File: src/rtl/udp_payload_reader.sv
// Streams a UDP payload out of the 32-bit payload RAM as MSB-first bytes.
// Each word costs one FETCH and one WAIT cycle; bytes then hold under byte_ready backpressure.
module udp_payload_reader #(
  parameter int ADDR_W    = 9,
  parameter int BASE_ADDR = 1
) (
  input  logic              e_txc,
  input  logic              reset_n,
  input  logic              start,
  input  logic [15:0]       byte_len,
  output logic [ADDR_W-1:0] ram_rd_addr,
  input  logic [31:0]       ram_rd_data,
  output logic [7:0]        byte_data,
  output logic              byte_valid,
  input  logic              byte_ready,
  output logic              last,
  output logic              busy,
  output logic              done
);

  localparam logic [ADDR_W-1:0] BASE = ADDR_W'(BASE_ADDR);

  typedef enum logic [1:0] {S_IDLE, S_FETCH, S_WAIT, S_SEND} state_t;

  state_t            state_q, state_d;
  logic [15:0]       len_q, len_d;
  logic [15:0]       cnt_q, cnt_d;
  logic [1:0]        lane_q, lane_d;
  logic [23:0]       word_q, word_d;
  logic [ADDR_W-1:0] addr_q, addr_d;
  logic [7:0]        data_q, data_d;
  logic              vld_q, vld_d;
  logic              last_q, last_d;
  logic              busy_q, busy_d;
  logic              done_q, done_d;

  logic [15:0] len_m1;
  logic [1:0]  lane_inc;
  logic        final_byte;

  assign len_m1     = len_q - 16'd1;
  assign lane_inc   = lane_q + 2'd1;
  assign final_byte = (cnt_q == len_m1);

  // The top byte is taken straight from the RAM in WAIT, so only the lower three lanes are kept.
  function automatic logic [7:0] lane_byte(input logic [23:0] w, input logic [1:0] l);
    case (l)
      2'd1:    lane_byte = w[23:16];
      2'd2:    lane_byte = w[15:8];
      default: lane_byte = w[7:0];
    endcase
  endfunction

  always_comb begin
    state_d = state_q;
    len_d   = len_q;
    cnt_d   = cnt_q;
    lane_d  = lane_q;
    word_d  = word_q;
    addr_d  = addr_q;
    data_d  = data_q;
    vld_d   = vld_q;
    last_d  = last_q;
    busy_d  = busy_q;
    done_d  = 1'b0;
    case (state_q)
      S_IDLE: begin
        if (start) begin
          if (byte_len != 16'd0) begin
            len_d   = byte_len;
            addr_d  = BASE;
            cnt_d   = 16'd0;
            lane_d  = 2'd0;
            busy_d  = 1'b1;
            state_d = S_FETCH;
          end else begin
            done_d = 1'b1;
          end
        end
      end
      S_FETCH: state_d = S_WAIT;
      S_WAIT: begin
        word_d  = ram_rd_data[23:0];
        data_d  = ram_rd_data[31:24];
        vld_d   = 1'b1;
        last_d  = final_byte;
        state_d = S_SEND;
      end
      S_SEND: begin
        if (vld_q && byte_ready) begin
          cnt_d = cnt_q + 16'd1;
          if (final_byte) begin
            vld_d   = 1'b0;
            last_d  = 1'b0;
            busy_d  = 1'b0;
            done_d  = 1'b1;
            state_d = S_IDLE;
          end else if (lane_q == 2'd3) begin
            vld_d   = 1'b0;
            addr_d  = addr_q + 1'b1;
            lane_d  = 2'd0;
            state_d = S_FETCH;
          end else begin
            lane_d = lane_inc;
            data_d = lane_byte(word_q, lane_inc);
            last_d = (cnt_d == len_m1);
          end
        end
      end
      default: state_d = S_IDLE;
    endcase
  end

  always_ff @(posedge e_txc or negedge reset_n) begin
    if (!reset_n) begin
      state_q <= S_IDLE;
      len_q   <= '0;
      cnt_q   <= '0;
      lane_q  <= '0;
      word_q  <= '0;
      addr_q  <= '0;
      data_q  <= '0;
      vld_q   <= 1'b0;
      last_q  <= 1'b0;
      busy_q  <= 1'b0;
      done_q  <= 1'b0;
    end else begin
      state_q <= state_d;
      len_q   <= len_d;
      cnt_q   <= cnt_d;
      lane_q  <= lane_d;
      word_q  <= word_d;
      addr_q  <= addr_d;
      data_q  <= data_d;
      vld_q   <= vld_d;
      last_q  <= last_d;
      busy_q  <= busy_d;
      done_q  <= done_d;
    end
  end

  assign ram_rd_addr = addr_q;
  assign byte_data   = data_q;
  assign byte_valid  = vld_q;
  assign last        = last_q;
  assign busy        = busy_q;
  assign done        = done_q;

endmodule

File: config.mk
export PLATFORM = sky130hd
export DESIGN_NAME = udp_payload_reader
export DESIGN_NICKNAME = d
export VERILOG_FILES = /design/src/rtl/udp_payload_reader.sv
export SDC_FILE = /design/constraint.sdc
export NUM_CORES = 1
export LEC_CHECK = 0
export ABC_CLOCK_PERIOD_IN_PS = 4900
export CAP_MARGIN = 20
export CORE_MARGIN = 3
export CORE_UTILIZATION = 27
export DETAILED_ROUTE_END_ITERATION = 8
export SLEW_MARGIN = 20
export SYNTH_ARGS = -nofsm -noshare
export SYNTH_HDL_FRONTEND = slang
export SYNTH_SLANG_ARGS = --single-unit
File: constraint.sdc
create_clock -name e_txc -period 4.9 [get_ports e_txc]
set_clock_uncertainty 0.05 [all_clocks]
set_input_delay 0.735 -clock e_txc [delete_from_list [all_inputs] [get_ports e_txc]]
set_output_delay 0.735 -clock e_txc [all_outputs]
set_load 0.02 [all_outputs]
======== Yosys cells after proc, flatten, opt, wreduce, memory -nomap -nowiden ========
Index checks and enable logic that the tools add are counted.
word-level totals
  flip-flop bits (word level) ............. 81
  memories kept ........................... 0
  memory bits (writable) .................. 0
  latch bits .............................. 0
  ROM bits ................................ 0
  output and inout port bits .............. 21
  input bits .............................. 52
operators by class
  multiply operators ...................... 0
  multiplexer cells ....................... 45
  bitwise operators ....................... 0
  equality and inequality tests ........... 17
  reductions and logical operators ........ 14
  shift operators ......................... 0
  div/mod/pow operators ................... 0
  $lt $le $gt $ge ......................... 0
  add/sub/neg operators ................... 4
operators with widths
  operator               number
  $mux 16                3
  $mux 9                 5
  $eq 16x16->1           2
  $pmux 16 s2            1
  $pmux 8 s2             2
  $mux 8                 3
  $mux 2                 10
  $pmux 9 s2             1
  $add 16x1->16 const B  1
  $reduce_bool 16->1     1
  $sub 16x1->16 const B  1
  $mux 1                 14
  $ne 2x2->1 const B     7
  $reduce_and 4->1       3
  $reduce_and 5->1       2
  $add 9x1->9 const B    1
  $reduce_and 3->1       3
  $eq 2x2->1 const B     4
  $pmux 1 s2             4
  $pmux 2 s4             1
  $ne 3x3->1 const B     2
  $reduce_and 6->1       1
  $eq 2x1->1 const B     2
  $pmux 2 s2             1
  4 further kinds        5

======== Longest topological paths before layout ========
  depth after elaboration ................. 7
  mapped depth ............................ 12

======== Least setup slack after synthesis ========
OpenSTA, ideal clock, no wires.
  kind .................................... register -> register
  start ................................... register len_q[3]
  end ..................................... register addr_q[6] (netlist: ram_rd_addr[6])
  period minus slack after synthesis ...... 3.224 ns
  slack ................................... 1.676 ns
  data arrival time ....................... 3.050 ns
  data required time ...................... 4.726 ns
  stages on the path, launching flop included .. 12
  path through ............................ dfrtp_1 -> buf_6 -> or4_4 -> nor4_4 -> mux2i_1 -> a221oi_1 -> or4_1 -> buf_2 -> and3_4 -> buf_6 -> and4b_1 -> a211o_1
between the ends
  cells in the longest elaborated chain, start to end .. 4
ends and longest elaborated chain
  item                               RTL line  source
  start: declaration                 26        logic [15:0] len_q, len_d;
  start signal: assignment           129       len_q <= len_d;
  $sub 16x1->16                      41        assign len_m1 = len_q - 16'd1;
  $eq 16x16->1                       43        assign final_byte = (cnt_q == len_m1);
  $ne 2x2->1 (no source line)        -
  $reduce_and 6->1 (no source line)  -
  end signal: assignment             133       addr_q <= addr_d;
  end: declaration                   30        logic [ADDR_W-1:0] addr_q, addr_d;
Every way passes these cells.
A chain may end at the register's enable or synchronous reset.

======== Worst setup path after layout ========
  start ................................... register len_q[0]
  end ..................................... register data_q[5] (netlist: byte_data[5])
between the ends
  cells in the longest elaborated chain, start to end .. 4
ends and longest elaborated chain
  item                               RTL line  source
  $sub 16x1->16                      41
  $eq 16x16->1                       43
  $ne 2x2->1 (no source line)        -
  $reduce_and 4->1 (no source line)  -
  end signal: assignment             134       data_q <= data_d;
  end: declaration                   31        logic [7:0] data_q, data_d;
Every way passes these cells.

==> flow_summary.toml <==
[sta]
rsz0062_at_grt = "false"
slew_headroom_pct = 41.69
tightest_slew_ns = 0.8715
drv_slew = 0
setup_tns_ns = 0
finalCritPeriodShare_pct = 76.65
fmax_mhz = 266.2
setup_viol = 0
post-route-min-period_ns = 3.756
hold_viol = 0

[run]
max_cap_viol_count = 0

[floorplan]
core-area_mm2 = 0.01754
io_pins = 73
die_area_mm2 = 0.01979
initial_utilization_pct = 27.92
std_cell_rows = 48
die_w_um = 140.7
die_y_um = 140.7

[clock_tree]
postCtsHoldBufs = 0
htree_levels = 3
path_clk_slew_ns = 0.07
clock_latency_ns = 0.35
clock_path_buffers = 2
clock-sinks = 81
cts-root-buf = "clkbuf_16"
cts_resized = 0
cts_buffers = 9
postCtsSetupRepairBufs = 0
cts_tree = "built"

[synthesis]
ys_types = 62
synth_top_cell_by_area = "dfrtp_1"
async_flop_share_pct = 100.0
synth_edf_count = 0
seq_area_frac_synth_pct = 41.40
syn_inst = 515
ys_ff_latch = 81
synth.avg_cell_area_um2 = 9.507
synthTopCellsByArea = "dfrtp_1, mux2_2, xnor2_1"
synth_ff_type = "dfrtp_1"
netlist.area_leader.share_pct = 41.40
syn-cell-area_mm2 = 0.004896
yosysWarnings = 0
synth_fp_nets = 577

[setup_path]
critical_path_class = "flip-flop to flip-flop"
worstSetupStartpoint = "len_q[0]"
r2r-end = "byte_data[5]"
cp-endpoint = "byte_data[5]"
crit_slowest_cell = "or4_1"
crit_fanout = 15
max_stage_delay_ns = 0.75
path_cells = "inv_1 -> ha_1 -> nor3b_1 -> nand4_1 -> xnor2_1 -> nand3_1 -> or4_1 -> nand2b_1 -> o21a_1 -> a221oi_1"
cp-start-kind = "flip-flop"
arrival_ns = 3.91
regToRegStartpoint = "len_q[0]"
worstSetupEndpointType = "flip-flop"
required_ns = 5.05
reg2reg_depth = 10
r2r_setup_slack_ns = 1.14

[finish]
n_antenna_cell = 0
fin_nets = 633
final_cell_mix = "dfrtp_1, clkdlybuf4s50_1, nand2_1"
final_layout_size_suffix_gt1_share_pct = 11.98
fill_cells = 1776
final_common_cell = "dfrtp_1"
area_delta_synth_final_pct = 24.69

[routing]
num_vias = 4128
post_drt_wl_per_cell_um = 15.89
drc = 0
drt_iter0_drc = 354
first_pass_iters = 4
ant_nets = 0
routed_via_density = 5.154
routed_wl_um = 12720

[power]
power.density_mw_per_mm2 = 575.0
p_total_mw = 3.510
p_leak_nw = 2.455
ir_worst_vdd_mv = 0.3365

[global_routing]
antenna_found_initial = 0
grt_pass1_wl_um = 21130
grt_pass1_vias = 4158
grt_overflow_total = 0
track_usage_pct = 13.10
grt_max_degree = 82

[placement]
gp_congestion = 0.8645
numPortBuffers = 72
dp_hpwl_um = 9456

[worst_hold_path]
hold_class = "primary input to async pin"

[outcome]
status = "completed"
worst min path at each step:
stage	start	end	depth (start not counted)
floorplan	reset_n	busy	0
global placement	word_q[4]	word_q[4]	1
detailed placement	word_q[4]	word_q[4]	1
CTS	word_q[7]	word_q[7]	1
global route	reset_n	word_q[12]	1
finish	reset_n	word_q[10]	1
where the power goes:
group	internal [mW]	switching, mW	leakage, nW
clock network	0.405	0.304	0.149
registers	0.919	0.240	0.998
logic	0.789	0.854	1.31
total	2.11	1.40	2.45
worst max-delay path: cells and delay by family (launching register included):
family,cells,cell delay (ns)
XOR/XNOR,1,0.34
AO/OA/AOI/OAI,2,0.46
buffers and inverters,1,0.09
AND/OR/NAND/NOR,5,1.99
flip-flops,1,0.42
adder cells (fa/ha/maj),1,0.26
Yosys cell counts, types with 10 or more instances:
cell       n
a21oi_1   20
xor2_1    12
a22o_1    10
mux2_2    39
ha_1      10
o21ai_0   26
dfrtp_1   81
nor3_1    12
nand3_1   13
clkbuf_1  25
xnor2_1   23
nor2_1    32
inv_1     22
nand2_1   47
sequential cells by signal, summed over array words and instances (netlist names):
register     count
cnt_q           16
busy             1
lane_q           2
word_q          24
last             1
len_q           16
done             1
state_q          2
ram_rd_addr      9
byte_data        8
byte_valid       1
kinds of logic (layout without fill, tap and decap cells):
kind of cell    count (synthesis)  after routing  synth area share (%)
compound gates                117            117                 16.48
xor+xnor                       35             35                 6.261
fa+ha+maj                      10             10                 2.556
buf+inv                        55            116                 4.575
flops                          81             81                 41.40
mux                            43             43                 9.788
simple gates                  174            174                 18.94
routing by layer:
| metal | track usage [%] | routed length [um] | up-vias |
|---|---|---|---|
| met2 | 21.19 | 6169 | 92 |
| met4 | 5.048 | 240 | 0 |
| met5 | 0 | 0 | - |
| li1 | - | - | 1988 |
| met1 | 16.99 | 5722 | 2031 |
| met3 | 3.087 | 591 | 17 |
final cells by class:
cell class | instances | area [um^2] | share of cell area, %
clock buffers | 9 | 225.2 | 3.689
flip-flops and latches | 81 | 2027 | 33.20
clock inverters | 7 | 83.83 | 1.373
repair buffers | 76 | 752.0 | 12.32
inverters | 24 | 90.09 | 1.476
well taps | 225 | 281.5 | 4.612
multi-input cells | 379 | 2645 | 43.33
metrics by stage:
stage               hold slack (ns)  area, um^2  setup WS (ns)  instances  utilization, %
floorplan                    0.3894        4896          1.676        515               -
global placement             0.4417        5792          1.096        785           33.03
detailed placement           0.4464        5792          1.075        785           33.03
CTS                          0.4619        6101          1.197        801           34.79
global route                 0.4359        6105         0.9030        801           34.81
finish                       0.3697        6105          1.144        801           34.81
Power figures use the tool's default switching activity.
